$ cat src/rtl/ifetch.sv
// Instruction fetch unit: owns the fetch PC, issues word reads to a 1-cycle synchronous imem,
// buffers returns in a 2-entry FIFO for decode. Optional IFETCH_FAULT_EN adds redirect fault checks.
module ifetch #(
    parameter int unsigned N        = 5,
    parameter logic [31:0] RESET_PC = 32'h0000_0000
) (
    input  logic         clk,
    input  logic         rst_n,
    output logic [N-1:0] imem_addr,
    input  logic [31:0]  imem_data,
    output logic [31:0]  inst,
    output logic [31:0]  inst_pc,
    output logic         inst_valid,
    input  logic         inst_ready,
    input  logic         redirect,
    input  logic [31:0]  redirect_pc
`ifdef IFETCH_FAULT_EN
    ,
    output logic         fault
`endif
);

    logic [31:0] fetch_pc_q, fetch_pc_d;
    logic        inflight_q, inflight_d;
    logic [31:0] inflight_pc_q, inflight_pc_d;
    logic [1:0]  count_q, count_d;
    logic [31:0] q_inst_q [2];
    logic [31:0] q_inst_d [2];
    logic [31:0] q_pc_q [2];
    logic [31:0] q_pc_d [2];
    logic        fault_q, fault_d;

    logic        pop, push, issue;
    logic        redirect_bad;

`ifdef IFETCH_FAULT_EN
    assign redirect_bad = (redirect_pc[1:0] != 2'b00) || (|redirect_pc[31:N+2]);
    assign fault        = fault_q;
`else
    assign redirect_bad = 1'b0;
`endif

    assign inst_valid = (count_q != 2'd0);
    assign inst       = inst_valid ? q_inst_q[0] : 32'h0;
    assign inst_pc    = inst_valid ? q_pc_q[0] : 32'h0;
    assign imem_addr  = fetch_pc_q[N+1:2];

    assign pop  = inst_valid & inst_ready;
    assign push = inflight_q;
    // Only issue when the return slot is guaranteed to fit after this edge's pop.
    assign issue = !redirect && !fault_q &&
                   (({1'b0, count_q} + {2'b00, inflight_q} + 3'd1) <= (3'd2 + {2'b00, pop}));

    always_comb begin
        fetch_pc_d    = fetch_pc_q;
        inflight_d    = 1'b0;
        inflight_pc_d = inflight_pc_q;
        count_d       = count_q;
        q_inst_d      = q_inst_q;
        q_pc_d        = q_pc_q;
        fault_d       = fault_q;

        if (redirect) begin
            count_d    = 2'd0;
            fetch_pc_d = redirect_pc & 32'hFFFF_FFFC;
            fault_d    = redirect_bad;
        end else begin
            if (issue) begin
                inflight_d    = 1'b1;
                inflight_pc_d = fetch_pc_q;
                fetch_pc_d    = fetch_pc_q + 32'd4;
            end

            unique case ({push, pop})
                2'b11: begin
                    if (count_q == 2'd2) begin
                        q_inst_d[0] = q_inst_q[1];
                        q_pc_d[0]   = q_pc_q[1];
                        q_inst_d[1] = imem_data;
                        q_pc_d[1]   = inflight_pc_q;
                    end else begin
                        q_inst_d[0] = imem_data;
                        q_pc_d[0]   = inflight_pc_q;
                    end
                end
                2'b10: begin
                    q_inst_d[count_q[0]] = imem_data;
                    q_pc_d[count_q[0]]   = inflight_pc_q;
                    count_d              = count_q + 2'd1;
                end
                2'b01: begin
                    q_inst_d[0] = q_inst_q[1];
                    q_pc_d[0]   = q_pc_q[1];
                    count_d     = count_q - 2'd1;
                end
                default: ;
            endcase
        end
    end

    always_ff @(posedge clk) begin
        if (!rst_n) begin
            fetch_pc_q    <= RESET_PC;
            inflight_q    <= 1'b0;
            inflight_pc_q <= 32'h0;
            count_q       <= 2'd0;
            q_inst_q[0]   <= 32'h0;
            q_inst_q[1]   <= 32'h0;
            q_pc_q[0]     <= 32'h0;
            q_pc_q[1]     <= 32'h0;
            fault_q       <= 1'b0;
        end else begin
            fetch_pc_q    <= fetch_pc_d;
            inflight_q    <= inflight_d;
            inflight_pc_q <= inflight_pc_d;
            count_q       <= count_d;
            q_inst_q      <= q_inst_d;
            q_pc_q        <= q_pc_d;
            fault_q       <= fault_d;
        end
    end

endmodule
$ cat config.mk
export PLATFORM = sky130hd
export DESIGN_NAME = ifetch
export DESIGN_NICKNAME = d
export VERILOG_FILES = /design/src/rtl/ifetch.sv
export SDC_FILE = /design/constraint.sdc
export NUM_CORES = 1
export LEC_CHECK = 0
export CAP_MARGIN = 0
export CORE_MARGIN = 2
export CORE_UTILIZATION = 50
export CTS_BUF_LIST = sky130_fd_sc_hd__clkbuf_4 sky130_fd_sc_hd__clkbuf_8 sky130_fd_sc_hd__clkbuf_16
export DETAILED_ROUTE_END_ITERATION = 8
export GPL_TIMING_DRIVEN = 0
export PLACE_DENSITY = 0.88
export SLEW_MARGIN = 40
export SYNTH_ARGS = -nofsm -noshare
export SYNTH_HDL_FRONTEND = slang
export SYNTH_SLANG_ARGS = --single-unit
$ cat constraint.sdc
create_clock -name clk -period 2.7 [get_ports clk]
set_clock_uncertainty 0.2 [all_clocks]
set_input_delay 0.54 -clock clk [delete_from_list [all_inputs] [get_ports clk]]
set_output_delay 0.54 -clock clk [all_outputs]
set_load 0.01 [all_outputs]
== Word-level counts from Yosys, hierarchy flattened ==
Cells that the tools add are included.

* RAM bits: 0
* Bits of input ports: 68
* Bits in read-only memories: 0
* Register bits after elaboration: 195
* Memories kept: 0
* Latch bits: 0
* Output and inout bits: 70

* Equal/unequal tests: 5
* Bitwise gates (word level): 4
* Order comparisons: 3
* Reductions and logical operators: 12
* Div/mod/pow operators: 0
* Add/subtract/negate cells: 6
* Multipliers: 0
* Muxes and demuxes: 18
* Shift operators: 0

{| class="wikitable"
|+ Operators by type and width
! operator !! count
|-
| 32-bit two-way mux || 9
|-
| 32-bit one-hot mux with 3 select lines || 2
|-
| 64-bit bitwise mux || 2
|-
| 32-bit one-hot mux with 2 select lines || 2
|-
| 32-bit by 3-bit adder with 32-bit output, second input constant || 1
|-
| 32-bit demux with 1-bit select || 1
|-
| 2-bit nonzero test || 4
|-
| 2-bit == test, second input constant || 3
|-
| 2-bit one-hot mux with 2 select lines || 1
|-
| 2-bit AND reduction || 2
|-
| 2-bit by 1-bit adder with 3-bit output || 1
|-
| 2-bit by 1-bit adder with 3-bit output, first input constant || 1
|-
| 3-bit by 1-bit adder with 3-bit output, second input constant || 1
|-
| 3-bit less-or-equal comparator || 1
|-
| 3-bit AND reduction || 1
|-
| 3-bit nonzero test || 1
|-
| 2-bit by 1-bit adder with 2-bit output, second input constant || 1
|-
| 2-bit by 1-bit == test with 1-bit output, second input constant || 1
|-
| 2-bit >= comparator, second input constant || 1
|-
| 1-bit logical AND || 2
|-
| 2-bit by 1-bit less-than comparator with 1-bit output, second input constant || 1
|-
| 2-bit != test, second input constant || 1
|-
| 1-bit NOT || 2
|-
| 1-bit NOT with 2-bit output || 1
|-
| 5 further kinds || 5
|}

== Logic depth before layout (Yosys ltp) ==
* Depth after elaboration: 7
* Gate-level depth with buffers: 12
* Mapped depth without buffers: 8

== Worst setup path after synthesis ==
OpenSTA, ideal clock, no wires.

* Path kind: reg2reg
* From: register count_q[0]
* To: register fetch_pc_q[17]
* Arrival: 2.745 ns
* Path buffers: 3
* Cell stages (with the launch flop): 12
* Slack: -0.336 ns
* Path through: dfxtp_1 buf_2 or2_2 clkbuf_1 nand2_1 inv_1 ha_1 nor3b_2 or3_1 clkbuf_1 or4_1 a311oi_1

* Word-level cells in the longest chain between the ends: 6

{| class="wikitable"
|+ Ends and longest elaborated chain
! what !! RTL line !! RTL
|-
| start, declared || 26 || <nowiki>logic [1:0] count_q, count_d;</nowiki>
|-
| start signal, assigned || 116 || <nowiki>count_q <= count_d;</nowiki>
|-
| 2-bit nonzero test || 43 || <nowiki>assign inst_valid = (count_q != 2'd0);</nowiki>
|-
| named net inst_valid || 13 || <nowiki>output logic inst_valid,</nowiki>
|-
| 1-bit AND || 48 || <nowiki>assign pop = inst_valid & inst_ready;</nowiki>
|-
| 2-bit by 1-bit adder with 3-bit output || 52 || <nowiki>(({1'b0, count_q} + {2'b00, inflight_q} + 3'd1) <= (3'd2 + {2'b00, pop}));</nowiki>
|-
| 3-bit less-or-equal comparator || 52 ||
|-
| 1-bit logical AND || 51 || <nowiki>assign issue = !redirect && !fault_q &&</nowiki>
|-
| 2-bit nonzero test (no source line) || -- ||
|-
| end signal, assigned || 113 || <nowiki>fetch_pc_q <= fetch_pc_d;</nowiki>
|-
| end, declared || 23 || <nowiki>logic [31:0] fetch_pc_q, fetch_pc_d;</nowiki>
|}

The timed path passes the listed nets, and every way through them passes these cells.
A chain may end at the register's enable or synchronous reset.

== Worst setup path in the final report ==
* From: register count_q[1]
* To: register q_inst_q[34] in the netlist's numbering

* Word-level cells in the longest chain between the ends: 5

{| class="wikitable"
|+ Ends and longest elaborated chain
! what !! RTL line !! RTL
|-
| 2-bit nonzero test || 43 ||
|-
| 1-bit AND || 48 ||
|-
| 2-bit by 1-bit == test with 1-bit output or 2-bit == test (tied branches) || 74 || <nowiki>unique case ({push, pop})</nowiki>
|-
| 3-bit nonzero test (no source line) || -- ||
|-
| 2-bit AND reduction (no source line) || -- ||
|-
| end signal, assigned || 117 || <nowiki>q_inst_q <= q_inst_d;</nowiki>
|-
| end, declared || 27 || <nowiki>logic [31:0] q_inst_q [2];</nowiki>
|}

Parallel ways exist; a longest one is shown, timed or not.

==> results by group <==
Outcome
  – Status: finished with violations
  – Failing checks: setup timing

CTS
  – Clock slew at reported path FFs: 0.07 ns
  – Total CTS buffers: 17
  – Sink Count: 189
  – Root Driver: clkbuf_16
  – Buffers from clock root to sink, at most: 2
  – Skew-Pair Late Insertion Delay: 0.44 ns
  – Post-CTS Hold Buffers: 0
  – CTS tree: yes
  – H-tree lvl count: 4

Final layout
  – Diodes inserted: 0
  – Non-filler cells, final: 1626
  – Multi-input gate area: 5450 um^2
  – Layout area overhead: 26.2%
  – Sequential Area: 3790 um^2
  – Fill count: 1502
  – Post-layout util: 64.9%
  – Net count of the finished layout: 1430
  – Layout cells sized above 1: 14.3%

Timing
  – Final setup margin: -0.0187 ns
  – Final hold vios: 0
  – Worst-margin pin slew: 0.646 ns
  – Slew HR: 56.9%
  – Finish-stage setup viols: 1
  – Unrepaired setup endpoints after global routing: yes
  – Crit share post-route: 101%
  – Max-slew violations: 0
  – Fmax: 0.368 GHz
  – Min Tclk post-route: 2.72 ns

Power and ir drop
  – Largest vdd supply drop: 0.483 mV
  – Switch share: 27.6%
  – NetSw: 1.80 mW
  – Cell internal pwr: 4.72 mW
  – Combinational Power Share: 15.0%
  – Total power: 6.52 mW
  – PwrDens: 534 nW/um^2
  – Part of the power in registers: 46.1%
  – Leakage: 4.62 nW
  – Clock power frac: 38.9%

Floorplan
  – Starting Density: 51.4%
  – Die Area: 20500 um^2
  – Row cnt: 50
  – Core footprint: 18800 um^2
  – Die width: 143 um
  – # IOs: 138
  – Die H: 143 um

Synthesis
  – Synthesis warning total: 0
  – Gate Count Post-Synth: 1193
  – Netlist cell types: 54
  – Avg Inst Size Synth: 8.11 um^2
  – Post-synth top area cell: dfxtp_1
  – Synth area leaders: dfxtp_1, nand2_1, a21oi_1
  – Count leader, synth: nand2_1
  – Number of flops mapped to enable cells by yosys: 0
  – Synth Flop Type: dfxtp_1
  – Synth Net Count: 1270
  – Top cells by count, synth: nand2_1, dfxtp_1, a21oi_1
  – Post-synth top area share: 39.1%
  – Asr flop ratio synth: 0%
  – #FFs+latches synth: 189
  – Mapped cell area: 9680 um^2
  – Sequential share of the synthesized area: 39.1%

Global routing
  – All-Layer GR Usage: 29.0%
  – Largest net degree at the start of global routing: 17
  – Met3 usage: 5.57%
  – Most Used Layer, Global Route: met2
  – Via count of the first global-routing pass: 9716
  – Met2 Use GR: 49.7%
  – First-pass GRT wire length: 47.6 mm
  – Grt ovf: 0
  – GR Util met1: 34.3%
  – Initial antenna violation count: 0

Worst setup path
  – Worst Setup SP: count_q[1]$_SDFFE_PP0N_
  – Crit path DAT: 2.87 ns
  – Crit path cell chain: or2_4 > clkbuf_16 > nand2_8 > ha_1 > nor2b_1 > clkbuf_2 > buf_2 > a221o_1 > o211ai_1 > a21oi_1
  – Worst Path Max Fanout: 10
  – CP max stage delay: 0.36 ns
  – CP top delay family: buffers and inverters
  – Crit-path slowest cell: dfxtp_4
  – Crit path launch type: flop
  – WS Path Type: flop to flop
  – CP Capture Type: flop
  – Worst path required time: 2.85 ns
  – Critical R2R Launch: count_q[1]$_SDFFE_PP0N_
  – WP buf/inv: 3

Flow run
  – MaxCap Viol Count: 0

Drt
  – # DRC: 0
  – Antenna Nets Post-Route: 0
  – DR pass1 iterations: 6
  – Vias per Instance: 6.14
  – Number of DRC markers in iteration 0: 1090
  – Vias: 9979
  – Final wirelength: 30.0 mm
  – WL per Instance: 18.4 um

Placement
  – Port bufs: 134
  – Post-DP HPWL: 21.0 mm
  – Placed insts: 1587
  – Final GP Congestion: 0.957

Hold path
  – Worst hold path type: flop to flop
  – Hold Path Origin: q_inst_q[41]$_SDFFE_PN0P_
-- cell usage in the layout (no fill, tap or decap), types with 10 or more instances in the layout --
| cell | count |
|---|---|
| o211ai_1 | 62 |
| o21ai_0 | 24 |
| nand4_1 | 14 |
| nor2_1 | 16 |
| nand3_1 | 15 |
| buf_4 | 18 |
| clkbuf_16 | 18 |
| nor4_1 | 10 |
| clkdlybuf4s50_1 | 76 |
| dlymetal6s2s_1 | 11 |
| a21oi_1 | 162 |
| xnor2_1 | 11 |
| clkbuf_1 | 54 |
| a221o_1 | 62 |
| nor3_1 | 10 |
| and2_1 | 65 |
| mux2_2 | 62 |
| clkbuf_2 | 30 |
| dlygate4sd2_1 | 45 |
| nand2_1 | 262 |
| dfxtp_1 | 187 |
-- what timing repair did --
action                     in CTS  in global routing
gates cloned                    0                  1
resized for setup              90                 73
setup buffers                   7                  5
setup endpoints to repair     228                201
pin swaps                       6                  7
-- worst paths after layout --
path	end	slack, ns	cells past startpoint
max	q_inst_q[34]$_SDFFE_PN0P_	-0.02	10
min	q_inst_q[41]$_SDFFE_PN0P_	0.25	2
max reg2reg	q_inst_q[34]$_SDFFE_PN0P_	-0.02	10
min reg2reg	q_inst_q[41]$_SDFFE_PN0P_	0.25	2
-- registers in the layout (all words and copies together), names as in the netlist --
signal,flops
q_pc_q,62
count_q,2
q_inst_q,64
inflight_q,1
inflight_pc_q,30
fetch_pc_q,30
-- final cells by class --
type | count | area share (%)
tap | 260 | 2.66
sequential | 189 | 31.0
clock buffer | 20 | 3.67
inverter | 9 | 0.318
buffer | 112 | 4.94
clock inverter | 12 | 1.13
multi-input combinational | 877 | 44.7
timing repair buffer | 147 | 11.6
-- power groups by stage --
stage | Sequential (mW) | Clock [mW] | Combinational, mW
final | 3.01 | 2.53 | 0.977
after global routing | 3.02 | 2.66 | 1.06
after CTS | 3.00 | 2.52 | 0.940
after detailed placement | 3.06 | 0 | 0.900
after global placement | 3.06 | 0 | 0.873
after floorplan | 3.02 | 0 | 0.588
-- worst reg2reg max path, stage by stage, from the launching register on --
cell and delay, ns:
dfxtp_4 0.36, or2_4 0.27, clkbuf_16 0.16, nand2_8 0.08, ha_1 0.22, nor2b_1 0.19, clkbuf_2 0.29, buf_2 0.34
a221o_1 0.20, o211ai_1 0.09, a21oi_1 0.23
-- stage by stage --
step / area [um^2] / setup WS (ns) / TNS, ns / hold WS (ns)
2_1_floorplan: 9730 / 0.000461 / 0 / 0.232
3_3_place_gp: 11400 / -0.620 / -96.66 / 0.237
3_5_place_dp: 11400 / -0.630 / -84.92 / 0.242
4_1_cts: 12100 / -0.146 / -0.947 / 0.251
5_1_grt: 12200 / -0.0627 / -1.14 / 0.270
6_report: 12200 / -0.0187 / -0.0187 / 0.251
-- metal layers --
layer	up-vias	part of all wire [%]
met1	4726	39
li1	4613	-
met3	105	8.2
met4	0	4.3
met2	535	48
met5	-	0
-- kinds of logic (layout without fill, tap and decap cells) --
logic type	Yosys count	count (layout)	share of synthesized area, %
adders and majority gates	9	9	1.16
muxes	62	62	7.21
and+or+nand+nor	449	449	22.2
DFF	189	189	39.1
xor gates and xnor gates	12	12	1.09
buffers and inverters	127	300	5.64
AOI/OAI and AO/OA	345	345	23.7
Note: power is estimated with default switching activity, not from simulation.
